<file path="src/rtl/clusterv_tile_sram_wb_initiator_if.sv">
// Wishbone classic bus bundle between the tile interconnect
// and the tile SRAM initiator.
interface clusterv_tile_sram_wb_initiator_if #(
  parameter int DATA_WIDTH = 32
);
  logic [31:0]             wb_adr_i;
  logic [DATA_WIDTH-1:0]   wb_dat_i;
  logic [DATA_WIDTH/8-1:0] wb_sel_i;
  logic                    wb_we_i;
  logic                    wb_cyc_i;
  logic                    wb_stb_i;
  logic [DATA_WIDTH-1:0]   wb_dat_o;
  logic                    wb_ack_o;

  modport master (
    output wb_adr_i,
    output wb_dat_i,
    output wb_sel_i,
    output wb_we_i,
    output wb_cyc_i,
    output wb_stb_i,
    input  wb_dat_o,
    input  wb_ack_o
  );

  modport slave (
    input  wb_adr_i,
    input  wb_dat_i,
    input  wb_sel_i,
    input  wb_we_i,
    input  wb_cyc_i,
    input  wb_stb_i,
    output wb_dat_o,
    output wb_ack_o
  );
endinterface

</file>
<file path="src/rtl/clusterv_tile_sram_wb_initiator.sv">
// Wishbone classic target issuing one SRAM access per bus cycle.
// Define CLUSTERV_TILE_SRAM_CLEAR_EN to zero-fill the SRAM after reset.
module clusterv_tile_sram_wb_initiator #(
  parameter int ADDR_WIDTH   = 8,
  parameter int DATA_WIDTH   = 32,
  parameter int READ_LATENCY = 1
) (
  input  logic                    clock,
  input  logic                    reset,
  clusterv_tile_sram_wb_initiator_if.slave wb,
  output logic [ADDR_WIDTH-1:0]   i_addr,
  output logic                    i_read_en,
  output logic                    i_write_en,
  output logic [DATA_WIDTH/8-1:0] i_byte_en,
  output logic [DATA_WIDTH-1:0]   i_write_data,
  input  logic [DATA_WIDTH-1:0]   i_read_data,
  output logic                    busy_o
);
  localparam int BW = DATA_WIDTH / 8;
  localparam logic [1:0] LAT = 2'(READ_LATENCY);

`ifdef CLUSTERV_TILE_SRAM_CLEAR_EN
  typedef enum logic [1:0] {
    S_IDLE, S_RD_WAIT, S_ACK, S_CLEAR
  } state_e;
  localparam state_e S_RST = S_CLEAR;
  logic busy_q;
  assign busy_o = busy_q;
`else
  typedef enum logic [1:0] {
    S_IDLE, S_RD_WAIT, S_ACK
  } state_e;
  localparam state_e S_RST = S_IDLE;
  assign busy_o = 1'b0;
`endif

  state_e                state_q;
  logic [1:0]            cnt_q;
  logic [ADDR_WIDTH-1:0] addr_q;
  logic                  ren_q;
  logic                  wen_q;
  logic [BW-1:0]         be_q;
  logic [DATA_WIDTH-1:0] wd_q;
  logic                  ack_q;
  logic [DATA_WIDTH-1:0] dat_q;

  logic                  req;
  logic [ADDR_WIDTH-1:0] word;
  logic                  unused_adr;

  assign req  = wb.wb_cyc_i & wb.wb_stb_i;
  assign word = wb.wb_adr_i[ADDR_WIDTH+1:2];
  // Bits outside the word index wrap the address space.
  assign unused_adr = ^{wb.wb_adr_i[31:ADDR_WIDTH+2],
                        wb.wb_adr_i[1:0]};

  always_ff @(posedge clock) begin
    if (reset) begin
      state_q <= S_RST;
      cnt_q   <= '0;
      addr_q  <= '0;
      ren_q   <= 1'b0;
      wen_q   <= 1'b0;
      be_q    <= '0;
      wd_q    <= '0;
      ack_q   <= 1'b0;
      dat_q   <= '0;
`ifdef CLUSTERV_TILE_SRAM_CLEAR_EN
      busy_q  <= 1'b1;
`endif
    end else begin
      ren_q <= 1'b0;
      wen_q <= 1'b0;
      ack_q <= 1'b0;
      unique case (state_q)
        S_IDLE: begin
          if (req) begin
            addr_q <= word;
            be_q   <= wb.wb_sel_i;
            wd_q   <= wb.wb_dat_i;
            if (wb.wb_we_i) begin
              wen_q   <= 1'b1;
              state_q <= S_ACK;
            end else begin
              ren_q   <= 1'b1;
              cnt_q   <= LAT;
              state_q <= S_RD_WAIT;
            end
          end
        end
        S_RD_WAIT: begin
          if (cnt_q == 2'd0) begin
            dat_q   <= i_read_data;
            ack_q   <= 1'b1;
            state_q <= S_ACK;
          end else begin
            cnt_q <= cnt_q - 2'd1;
          end
        end
        // Reads arrive with ack already set; writes raise it here.
        S_ACK: begin
          if (ack_q) begin
            state_q <= S_IDLE;
          end else begin
            ack_q <= 1'b1;
          end
        end
`ifdef CLUSTERV_TILE_SRAM_CLEAR_EN
        S_CLEAR: begin
          if (wen_q && (&addr_q)) begin
            busy_q  <= 1'b0;
            state_q <= S_IDLE;
          end else begin
            wen_q <= 1'b1;
            be_q  <= '1;
            wd_q  <= '0;
            addr_q <= wen_q ? addr_q + 1'b1 : '0;
          end
        end
`endif
        default: state_q <= S_IDLE;
      endcase
    end
  end

  assign i_addr       = addr_q;
  assign i_read_en    = ren_q;
  assign i_write_en   = wen_q;
  assign i_byte_en    = be_q;
  assign i_write_data = wd_q;
  assign wb.wb_ack_o  = ack_q;
  assign wb.wb_dat_o  = dat_q;
endmodule
</file>
<file path="src/flat_wrapper.sv">
// flat-port wrapper written by rule: the top's interface ports become plain ports
module clusterv_tile_sram_wb_initiator_flat 
#(
  parameter int ADDR_WIDTH   = 8,
  parameter int DATA_WIDTH   = 32,
  parameter int READ_LATENCY = 1
)
  (clock, reset, i_addr, i_read_en, i_write_en, i_byte_en, i_write_data, i_read_data, busy_o, wb_wb_adr_i, wb_wb_dat_i, wb_wb_sel_i, wb_wb_we_i, wb_wb_cyc_i, wb_wb_stb_i, wb_wb_dat_o, wb_wb_ack_o);
  clusterv_tile_sram_wb_initiator_if #(.DATA_WIDTH(DATA_WIDTH)) wb_i ();
  input  logic clock;
  input  logic reset;
  output logic [ADDR_WIDTH-1:0] i_addr;
  output logic i_read_en;
  output logic i_write_en;
  output logic [DATA_WIDTH/8-1:0] i_byte_en;
  output logic [DATA_WIDTH-1:0] i_write_data;
  input  logic [DATA_WIDTH-1:0] i_read_data;
  output logic busy_o;
  input wire logic [$bits(wb_i.wb_adr_i)-1:0] wb_wb_adr_i;
  input wire logic [$bits(wb_i.wb_dat_i)-1:0] wb_wb_dat_i;
  input wire logic [$bits(wb_i.wb_sel_i)-1:0] wb_wb_sel_i;
  input wire logic [$bits(wb_i.wb_we_i)-1:0] wb_wb_we_i;
  input wire logic [$bits(wb_i.wb_cyc_i)-1:0] wb_wb_cyc_i;
  input wire logic [$bits(wb_i.wb_stb_i)-1:0] wb_wb_stb_i;
  output wire logic [$bits(wb_i.wb_dat_o)-1:0] wb_wb_dat_o;
  output wire logic [$bits(wb_i.wb_ack_o)-1:0] wb_wb_ack_o;
  assign wb_i.wb_adr_i = wb_wb_adr_i;
  assign wb_i.wb_dat_i = wb_wb_dat_i;
  assign wb_i.wb_sel_i = wb_wb_sel_i;
  assign wb_i.wb_we_i = wb_wb_we_i;
  assign wb_i.wb_cyc_i = wb_wb_cyc_i;
  assign wb_i.wb_stb_i = wb_wb_stb_i;
  assign wb_wb_dat_o = wb_i.wb_dat_o;
  assign wb_wb_ack_o = wb_i.wb_ack_o;
  clusterv_tile_sram_wb_initiator #(.ADDR_WIDTH(ADDR_WIDTH), .DATA_WIDTH(DATA_WIDTH), .READ_LATENCY(READ_LATENCY)) u_core (.clock(clock), .reset(reset), .wb(wb_i), .i_addr(i_addr), .i_read_en(i_read_en), .i_write_en(i_write_en), .i_byte_en(i_byte_en), .i_write_data(i_write_data), .i_read_data(i_read_data), .busy_o(busy_o));
endmodule
</file>
<file path="config.mk">
export PLATFORM = sky130hd
export DESIGN_NAME = clusterv_tile_sram_wb_initiator_flat
export DESIGN_NICKNAME = d
export VERILOG_FILES = /design/src/rtl/clusterv_tile_sram_wb_initiator_if.sv /design/src/rtl/clusterv_tile_sram_wb_initiator.sv /design/src/flat_wrapper.sv
export SDC_FILE = /design/constraint.sdc
export NUM_CORES = 1
export LEC_CHECK = 0
export ABC_AREA = 1
export CAP_MARGIN = 40
export CORE_ASPECT_RATIO = 1.1
export CORE_MARGIN = 2
export CORE_UTILIZATION = 34
export CTS_CLUSTER_DIAMETER = 40
export DETAILED_ROUTE_END_ITERATION = 12
export GPL_ROUTABILITY_DRIVEN = 1
export HOLD_SLACK_MARGIN = 0.02
export PLACE_DENSITY = 0.76
export SETUP_SLACK_MARGIN = 0.15
export SLEW_MARGIN = 10
export SYNTH_ARGS = -nofsm -noshare
export SYNTH_HDL_FRONTEND = slang
export SYNTH_SLANG_ARGS = --single-unit
export TNS_END_PERCENT = 1
</file>
<file path="constraint.sdc">
create_clock -name clock -period 1.4 [get_ports clock]
set_clock_uncertainty 0.2 [all_clocks]
set_input_delay 0.28 -clock clock [delete_from_list [all_inputs] [get_ports clock]]
set_output_delay 0.28 -clock clock [all_outputs]
set_load 0.01 [all_outputs]
</file>
Yosys cells after proc, flatten, opt, wreduce, memory -nomap -nowiden
Index checks and enable logic that the tools add are counted.
{"block": "totals", "output_inout_bits": 80, "input_bits": 105, "reg_bits": 83, "wordCells": 42}
{"block": "classes", "n_bitwise": 3, "n_addsub": 1, "n_eq_ne": 7, "n_reduce_logical": 8, "n_mux": 14}
{"op": "2-to-1 mux 2 bit", "count": 7}
{"op": "inequality test 2 x 1 -> 1 bit (second input constant)", "count": 3}
{"op": "one-hot mux 2 bit (3 select lines)", "count": 1}
{"op": "logical NOT 2 bit", "count": 2}
{"op": "2-to-1 mux 1 bit", "count": 4}
{"op": "inequality test 2 bit (second input constant)", "count": 2}
{"op": "one-hot mux 2 bit (2 select lines)", "count": 1}
{"op": "AND reduction 2 bit", "count": 2}
{"op": "AND reduction 4 bit", "count": 1}
{"op": "AND reduction 3 bit", "count": 1}
{"op": "OR reduction 3 bit", "count": 1}
{"op": "== test 2 x 1 -> 1 bit (second input constant)", "count": 1}
{"op": "== test 2 bit (second input constant)", "count": 1}
{"op": "inverter 1 bit", "count": 2}
{"op": "one-hot mux 1 bit (2 select lines)", "count": 1}
{"op": "nonzero test 2 bit", "count": 1}
{"op": "subtractor 2 x 1 -> 2 bit (second input constant)", "count": 1}
{"op": "bitwise AND 1 bit", "count": 1}

Logic depth before layout (Yosys ltp)
Gate-level depths: netlist of the first run.
{"block": "depth", "word_depth": 3, "depth_mapped": 9, "ltp_nobuf": 9}

Worst setup path after synthesis of the first run
Ideal clock, no wire load.
{"block": "synth_path", "kind": "register to register", "startpoint": "register u_core.state_q[0]", "endpoint": "register u_core.addr_q[5] (netlist: u_core.i_addr[5])", "synth_period_minus_slack_ns": 1.480, "setup_time_ns": 0.116, "t_required_ns": 1.084, "n_path_buf": 1, "arrival_time_ns": 1.163, "path_stages_with_launch": 7, "setup_slack_ns": -0.080, "cell_sequence": "dfxtp_1 > inv_1 > ha_1 > nand3_4 > buf_6 > o21ai_1 > a21oi_1"}
{"block": "synth_via", "elab_chain_cells": 2}
{"element": "start: declaration", "line_no": "clusterv_tile_sram_wb_initiator.sv:37", "source": "state_e state_q;"}
{"element": "start signal: assignment", "line_no": "clusterv_tile_sram_wb_initiator.sv:59", "source": "state_q <= S_RST;"}
{"element": "start signal: assignment", "line_no": "clusterv_tile_sram_wb_initiator.sv:83", "source": "state_q <= S_ACK;"}
{"element": "start signal: assignment", "line_no": "clusterv_tile_sram_wb_initiator.sv:87", "source": "state_q <= S_RD_WAIT;"}
{"element": "logical NOT 2 bit", "line_no": "clusterv_tile_sram_wb_initiator.sv:75", "source": "unique case (state_q)"}
{"element": "AND reduction 2 bit (no line)"}
{"element": "end signal: assignment", "line_no": "clusterv_tile_sram_wb_initiator.sv:78", "source": "addr_q <= word;"}
{"element": "end: declaration", "line_no": "clusterv_tile_sram_wb_initiator.sv:39", "source": "logic [ADDR_WIDTH-1:0] addr_q;"}
No other way between the ends.
A chain may end at the register's enable or synchronous reset.

Final worst setup path of the first run
{"block": "layout_path", "startpoint": "register u_core.state_q[1]", "endpoint": "register u_core.wd_q[28] (netlist: u_core.i_write_data[28])"}
{"block": "layout_via", "elab_chain_cells": 2}
{"element": "logical NOT 2 bit", "line_no": "clusterv_tile_sram_wb_initiator.sv:75"}
{"element": "AND reduction 2 bit (no line)"}
{"element": "end signal: assignment", "line_no": "clusterv_tile_sram_wb_initiator.sv:80", "source": "wd_q <= wb.wb_dat_i;"}
{"element": "end: declaration", "line_no": "clusterv_tile_sram_wb_initiator.sv:43", "source": "logic [DATA_WIDTH-1:0] wd_q;"}
No other way between the ends.

==> results of run 1 <==
per-stage QoR:
stage          util (%)  setup TNS (ns)  hold WS, ns  power, W
2_1_floorplan         -               0        0.157   0.00514
3_3_place_gp       54.7          -16.70        0.227   0.00684
3_5_place_dp       54.7          -17.96        0.233   0.00695
4_1_cts            59.9           -2.90        0.241   0.00910
5_1_grt            61.1           -7.35        0.256   0.00980
6_report           61.1           -2.84        0.240   0.00917
logic make-up (layout without fill, tap and decap cells):
kind of cell | count (synthesis) | after routing | synth area share, %
and+or+nand+nor | 96 | 96 | 12.0
other | 1 | 1 | 0.118
DFF | 83 | 83 | 52.4
AOI/OAI and AO/OA | 124 | 124 | 20.4
buffers and inverters | 81 | 258 | 12.6
adders and majority gates | 6 | 6 | 2.37
flip-flops by register name, summed over array words and instances (netlist names):
signal               flops
u_core.state_q           2
u_core.i_addr            8
u_core.i_write_en        1
u_core.wb.wb_ack_o       1
u_core.cnt_q             2
u_core.wb.wb_dat_o      32
u_core.i_read_en         1
u_core.i_write_data     32
u_core.i_byte_en         4
cell type report:
class	count	area share (%)
timing repair buffer	185	34.5
sequential	83	31.5
multi-input combinational	227	23.8
inverter	57	4.07
tap	114	2.61
clock buffer	10	2.51
clock inverter	6	1.01
report_power, final:
part / switching (W) / internal, W / leakage (nW)
clock: 0.000847 / 0.000858 / 0.106
sequential: 0.000423 / 0.00314 / 0.700
combinational: 0.00186 / 0.00205 / 1.50
per-layer routing:
layer / GRT usage [%] / vias up
li1: - / 1577
met1: 20.6 / 1409
met2: 30.8 / 134
met3: 6.50 / 13
met4: 8.88 / 0
met5: 0 / -
worst paths after layout:
check	start	endpoint	slack [ns]	depth (start not counted)
max	u_core.state_q[1]	u_core.i_write_data[28]	-0.11	7
min	u_core.i_write_data[27]	u_core.i_write_data[27]	0.24	2
max reg2reg	u_core.state_q[1]	u_core.i_write_data[28]	-0.11	7
min reg2reg	u_core.i_write_data[27]	u_core.i_write_data[27]	0.24	2
repair_timing:
action	4_1_cts	5_1_grt
pin swaps	9	7
buffers inserted	8	0
endpoints found under the setup margin	162	162
gates resized for setup	471	36
gates cloned	4	0
cells in the final DEF, fill, tap and decap left out, drive strengths merged:
master,synthesis,final
o21ai,77,77
buf,13,105
clkbuf,11,10
ha,6,6
a21oi,47,47
clkinv,1,6
nand3,3,3
clkdlybuf4s50,0,80
conb,1,1
nand2,18,18
nor3,2,2
inv,56,56
nor2,73,73
bufinv,0,1
dfxtp,83,83
worst reg2reg max path: stages (launching register included):
cell	delay, ns
dfxtp_2	0.34
inv_4	0.07
ha_4	0.15
nand3_4	0.15
buf_6	0.18
buf_16	0.15
o21ai_2	0.11
a21oi_1	0.05
==> results.sh, run 1 <==
export IMPL_ys_seq_area_share_pct=52.4
export IMPL_grt_setup_unrepaired="yes"
export IMPL_start_util_pct=35.3
export IMPL_grt_first_pass_wirelength_um=14500
export IMPL_total_leakage_power_nw=2.30
export IMPL_netlist_area_um2=3170
export IMPL_fin_crit_ns=1.51
export IMPL_p_per_area_nw_per_um2=1680
export IMPL_drt_iter0_markers=53
export IMPL_portBuffers=159
export IMPL_chipHeight_um=105
export IMPL_io_pins=185
export IMPL_drv_slew=0
export IMPL_yosysWarnings=0
export IMPL_crit_arrival_ns=1.55
export IMPL_crit_buf_inv=3
export IMPL_via_count=3133
export IMPL_wl_met1_um=3690
export IMPL_status="finished, violations left"
export IMPL_wl_met2_um=4610
export IMPL_critPathLaunchType="flip-flop"
export IMPL_htreeDepth=3
export IMPL_top_layer="met4"
export IMPL_clk_pin_slew_ns=0.08
export IMPL_clk_insertion_delay_late_ns=0.35
export IMPL_cp_max_fo=13
export IMPL_ant_nets=0
export IMPL_yosys_cell_types_count=18
export IMPL_cts_root_buf="clkbuf_8"
export IMPL_syn_nets=502
export IMPL_drtPass1Iterations=4
export IMPL_dp_cells=654
export IMPL_irDropWorstVdd_mv=0.632
export IMPL_area_growth_pct=72.8
export IMPL_grt_ovfl_total=0
export IMPL_synth_common_cells="dfxtp_1 (83), nor2_1 (73), inv_1 (56)"
export IMPL_wl_met3_um=1050
export IMPL_grt_use_total_pct=18.5
export IMPL_setup_ws_ns=-0.106
export IMPL_place_ws_ns=-0.288
export IMPL_design_area_um2=5480
export IMPL_die_area_um2=10100
export IMPL_coreArea_um2=8960
export IMPL_num_nets_final=674
export IMPL_grt_start_max_net_pins=34
export IMPL_synth_top_area_share_pct=52.4
export IMPL_maxCapViolCount=0
export IMPL_cts_tree="done"
export IMPL_drc=0
export IMPL_layout_drive_gt1_share_pct=40.1
export IMPL_synth_top_cell_by_area="dfxtp_1"
export IMPL_multi_input_area_um2=1300
export IMPL_num_rows=36
export IMPL_final_cell_count_no_fill=682
export IMPL_finalSetupViolCount=65
export IMPL_finalHoldViolCount=0
export IMPL_crit_type="flip-flop to flip-flop"
export IMPL_cts_sinks=83
export IMPL_crit_required_ns=1.44
export IMPL_clk_path_buf_depth=2
export IMPL_grt_pass1_vias=3082
export IMPL_fillerInstances=755
export IMPL_timing_final_crit_share_pct=108
export IMPL_crit_family="buffers and inverters"
export IMPL_vias_per_cell=4.59
export IMPL_totalWireLength_um=9510
export IMPL_synth_area_leaders="dfxtp_1 (52%), nor2_1 (8.6%), a21oi_1 (7.4%)"
export IMPL_die_w_um=96.0
export IMPL_avgSynthCellArea_um2=8.10
export IMPL_dp_hpwl_um=6120
export IMPL_ys_ff_latch=83
export IMPL_antenna_cells=0
export IMPL_async_flop_share_pct=0
export IMPL_syn_inst=391
export IMPL_cts_buffers=9
export IMPL_synth_edf_count=0
export IMPL_crit_chain="inv_4 > ha_4 > nand3_4 > buf_6 > buf_16 > o21ai_2 > a21oi_1"
export IMPL_dpl_cell_area_um2=4900
export IMPL_violations="setup timing"
export IMPL_holdBufCountCts=0
export IMPL_hp_class="flip-flop to flip-flop"
export IMPL_place_gp_congestion=0.761
export IMPL_seqCellArea_um2=1720
export IMPL_routedWlPerCell_um=13.9
export IMPL_synthFlopType="dfxtp_1"
export IMPL_cp_slowest_cell="dfxtp_2"
export IMPL_grt_antenna_before_repair=0
export IMPL_fmax_mhz=664
export IMPL_slowest_delay_ns=0.34
export IMPL_cp_end_kind="flip-flop"
export IMPL_yosysMostFrequentCell="dfxtp_1"
Power figures use the tool's default switching activity.
==> inputs of run 2 (changes only) <==
- REMOVE_ABC_BUFFERS: not set -> 1
==> results.sh, run 2 (synthesized netlist as in run 1, its figures left out) <==
export IMPL_status="finished, violations left"
export IMPL_violations="setup timing"
export IMPL_drt_iter0_markers=73
export IMPL_switching_share_pct=33.5
export IMPL_slowest_delay_ns=0.34
export IMPL_io_pins=185
export IMPL_grt_pass1_vias=2944
export IMPL_fmax_mhz=667
export IMPL_timing_final_crit_share_pct=107
export IMPL_total_leakage_power_nw=2.30
export IMPL_area_growth_pct=72.9
export IMPL_coreArea_um2=8960
export IMPL_p_per_area_nw_per_um2=1680
export IMPL_crit_required_ns=1.44
export IMPL_die_area_um2=10100
export IMPL_finalPower_w=0.00918
export IMPL_rr_endpoint="u_core.i_byte_en[1]"
export IMPL_clock_power_share_pct=17.9
export IMPL_clk_path_buf_depth=2
export IMPL_layout_common_cells="clkdlybuf4s50_1 (80), nor2_1 (73), buf_6 (62), dfxtp_2 (56), inv_1 (53)"
export IMPL_routedWlPerCell_um=14.1
export IMPL_timing_hold_ws_ns=0.246
export IMPL_r2r_start="u_core.state_q[0]"
export IMPL_totalWireLength_um=9530
export IMPL_setup_tns_ns=-3.05
export IMPL_finalHoldViolCount=0
export IMPL_grt_use_met3_pct=7.15
export IMPL_fillerInstances=758
export IMPL_rrSetupSlack_ns=-0.1
export IMPL_crit_arrival_ns=1.54
export IMPL_hp_class="flip-flop to flip-flop"
export IMPL_grt_antenna_before_repair=0
export IMPL_p_seq_share_pct=39.3
export IMPL_grt_setup_unrepaired="yes"
export IMPL_grt_use_total_pct=16.9
export IMPL_critPathLaunchType="flip-flop"
export IMPL_cts_sinks=83
export IMPL_maxCapViolCount=0
export IMPL_cp_end_kind="flip-flop"
export IMPL_crit_type="flip-flop to flip-flop"
export IMPL_min_delay_path_depth=2
export IMPL_dp_hpwl_um=5980
export IMPL_cp_max_fo=9
export IMPL_portBuffers=159
export IMPL_drtPass1Iterations=4
export IMPL_via_count=3151
export IMPL_chipHeight_um=105
export IMPL_p_comb_share_pct=42.8
export IMPL_cts_root_buf="clkbuf_8"
export IMPL_holdCritStartpoint="u_core.i_write_data[31]"
export IMPL_crit_chain="inv_2 > ha_4 > nand3_4 > buf_12 > clkbuf_16 > o21ai_1 > a21oi_1"
export IMPL_fin_crit_ns=1.50
export IMPL_num_nets_final=669
export IMPL_irDropWorstVdd_mv=0.866
export IMPL_htreeDepth=3
export IMPL_setup_ws_ns=-0.0990
export IMPL_cts_tree="done"
export IMPL_antenna_cells=0
export IMPL_cp_slowest_cell="dfxtp_2"
export IMPL_clk_pin_slew_ns=0.08
export IMPL_grt_busiest_layer="met2"
export IMPL_ant_nets=0
export IMPL_worst_r2r_cell_count=7
export IMPL_holdBufCountCts=0
export IMPL_final_common_cell="clkdlybuf4s50_1"
export IMPL_holdPathEnd="u_core.i_write_data[31]"
export IMPL_clk_insertion_delay_late_ns=0.34
export IMPL_layout_drive_gt1_share_pct=39.4
export IMPL_place_ws_ns=-0.310
export IMPL_grt_first_pass_wirelength_um=13400
export IMPL_start_util_pct=35.3
export IMPL_vias_per_cell=4.67
export IMPL_finalSetupViolCount=58
export IMPL_cts_buffers=9
export IMPL_p_switching_w=0.00308
export IMPL_grt_ovfl_total=0
export IMPL_internal_power_w=0.00610
export IMPL_use_met2_pct=29.1
export IMPL_final_util_pct=61.1
export IMPL_die_w_um=96.0
export IMPL_num_rows=36
export IMPL_grtUsageMet1_pct=18.0
export IMPL_grt_start_max_net_pins=75
export IMPL_place_gp_congestion=0.779
export IMPL_drv_slew=0
export IMPL_drc=0
==> run 2: cell types whose count changed in the layout (fill, tap and decap cells not counted), moves of 7 or more <==
| cell | before | now |
|---|---|---|
| a21oi_1 | 33 | 45 |
| a21oi_2 | 14 | 2 |
| buf_4 | 16 | 8 |
| buf_6 | 55 | 62 |
| dfxtp_1 | 34 | 27 |
| dfxtp_2 | 49 | 56 |
| o21ai_0 | 1 | 14 |
| o21ai_1 | 46 | 26 |
| o21ai_2 | 30 | 37 |
==> run 2: critical path: cells and delay by family, from the launching register on <==
kind            cells  cell delay, ns
simple gates        1            0.07
fa+ha+maj           1            0.17
buf+inv             3            0.41
flops               1            0.34
compound gates      2            0.18
==> run 2: what timing repair did <==
action | CTS | global route
gates resized for setup | 446 | 57
pin swaps | 2 | 4
buffers inserted | 0 | 1
cloned | 0 | 7
endpoints found under the setup margin | 162 | 162
==> run 2: worst max path at each step <==
stage	end	slack, ns	startpoint
after floorplan	u_core.i_addr[0]	-0.54	u_core.state_q[0]
after global placement	u_core.i_addr[0]	-0.28	wb_wb_cyc_i
after detailed placement	u_core.i_write_data[30]	-0.31	wb_wb_cyc_i
after CTS	u_core.i_write_data[30]	-0.08	u_core.state_q[0]
after global routing	u_core.i_write_data[30]	-0.16	u_core.state_q[1]
final	u_core.i_byte_en[1]	-0.1	u_core.state_q[0]
==> run 2: layout make-up <==
cell class              instances  area [µm²]  area share [%]
flip-flops and latches         83        1730            31.6
clock inverters                 3        40.0           0.731
clock buffers                  11         141            2.58
inverters                      57         218            3.98
repair buffers                180        1920            35.1
well taps                     114         143            2.60
multi-input cells             227        1280            23.4
==> run 2: routing by layer <==
metal / up-vias / wire length [µm]
li1: 1565 / -
met1: 1435 / 3620
met4: 0 / 202
met5: - / 0
met3: 18 / 939
met2: 133 / 4780
==> run 2: power by group through the flow <==
stage / clock network [W] / logic (W) / registers (W)
4_1_cts: 0.00171 / 0.00353 / 0.00360
6_report: 0.00164 / 0.00393 / 0.00361
3_3_place_gp: 0 / 0.00342 / 0.00340
5_1_grt: 0.00180 / 0.00429 / 0.00369
2_1_floorplan: 0 / 0.00119 / 0.00372
3_5_place_dp: 0 / 0.00350 / 0.00344
==> run 2: metrics by stage <==
| stage | instance area [µm²] | std cells |
|---|---|---|
| after global placement | 4880 | 653 |
| final | 5480 | 675 |
| after CTS | 5120 | 667 |
| after detailed placement | 4880 | 653 |
| after global routing | 5480 | 675 |
| after floorplan | 2980 | 367 |
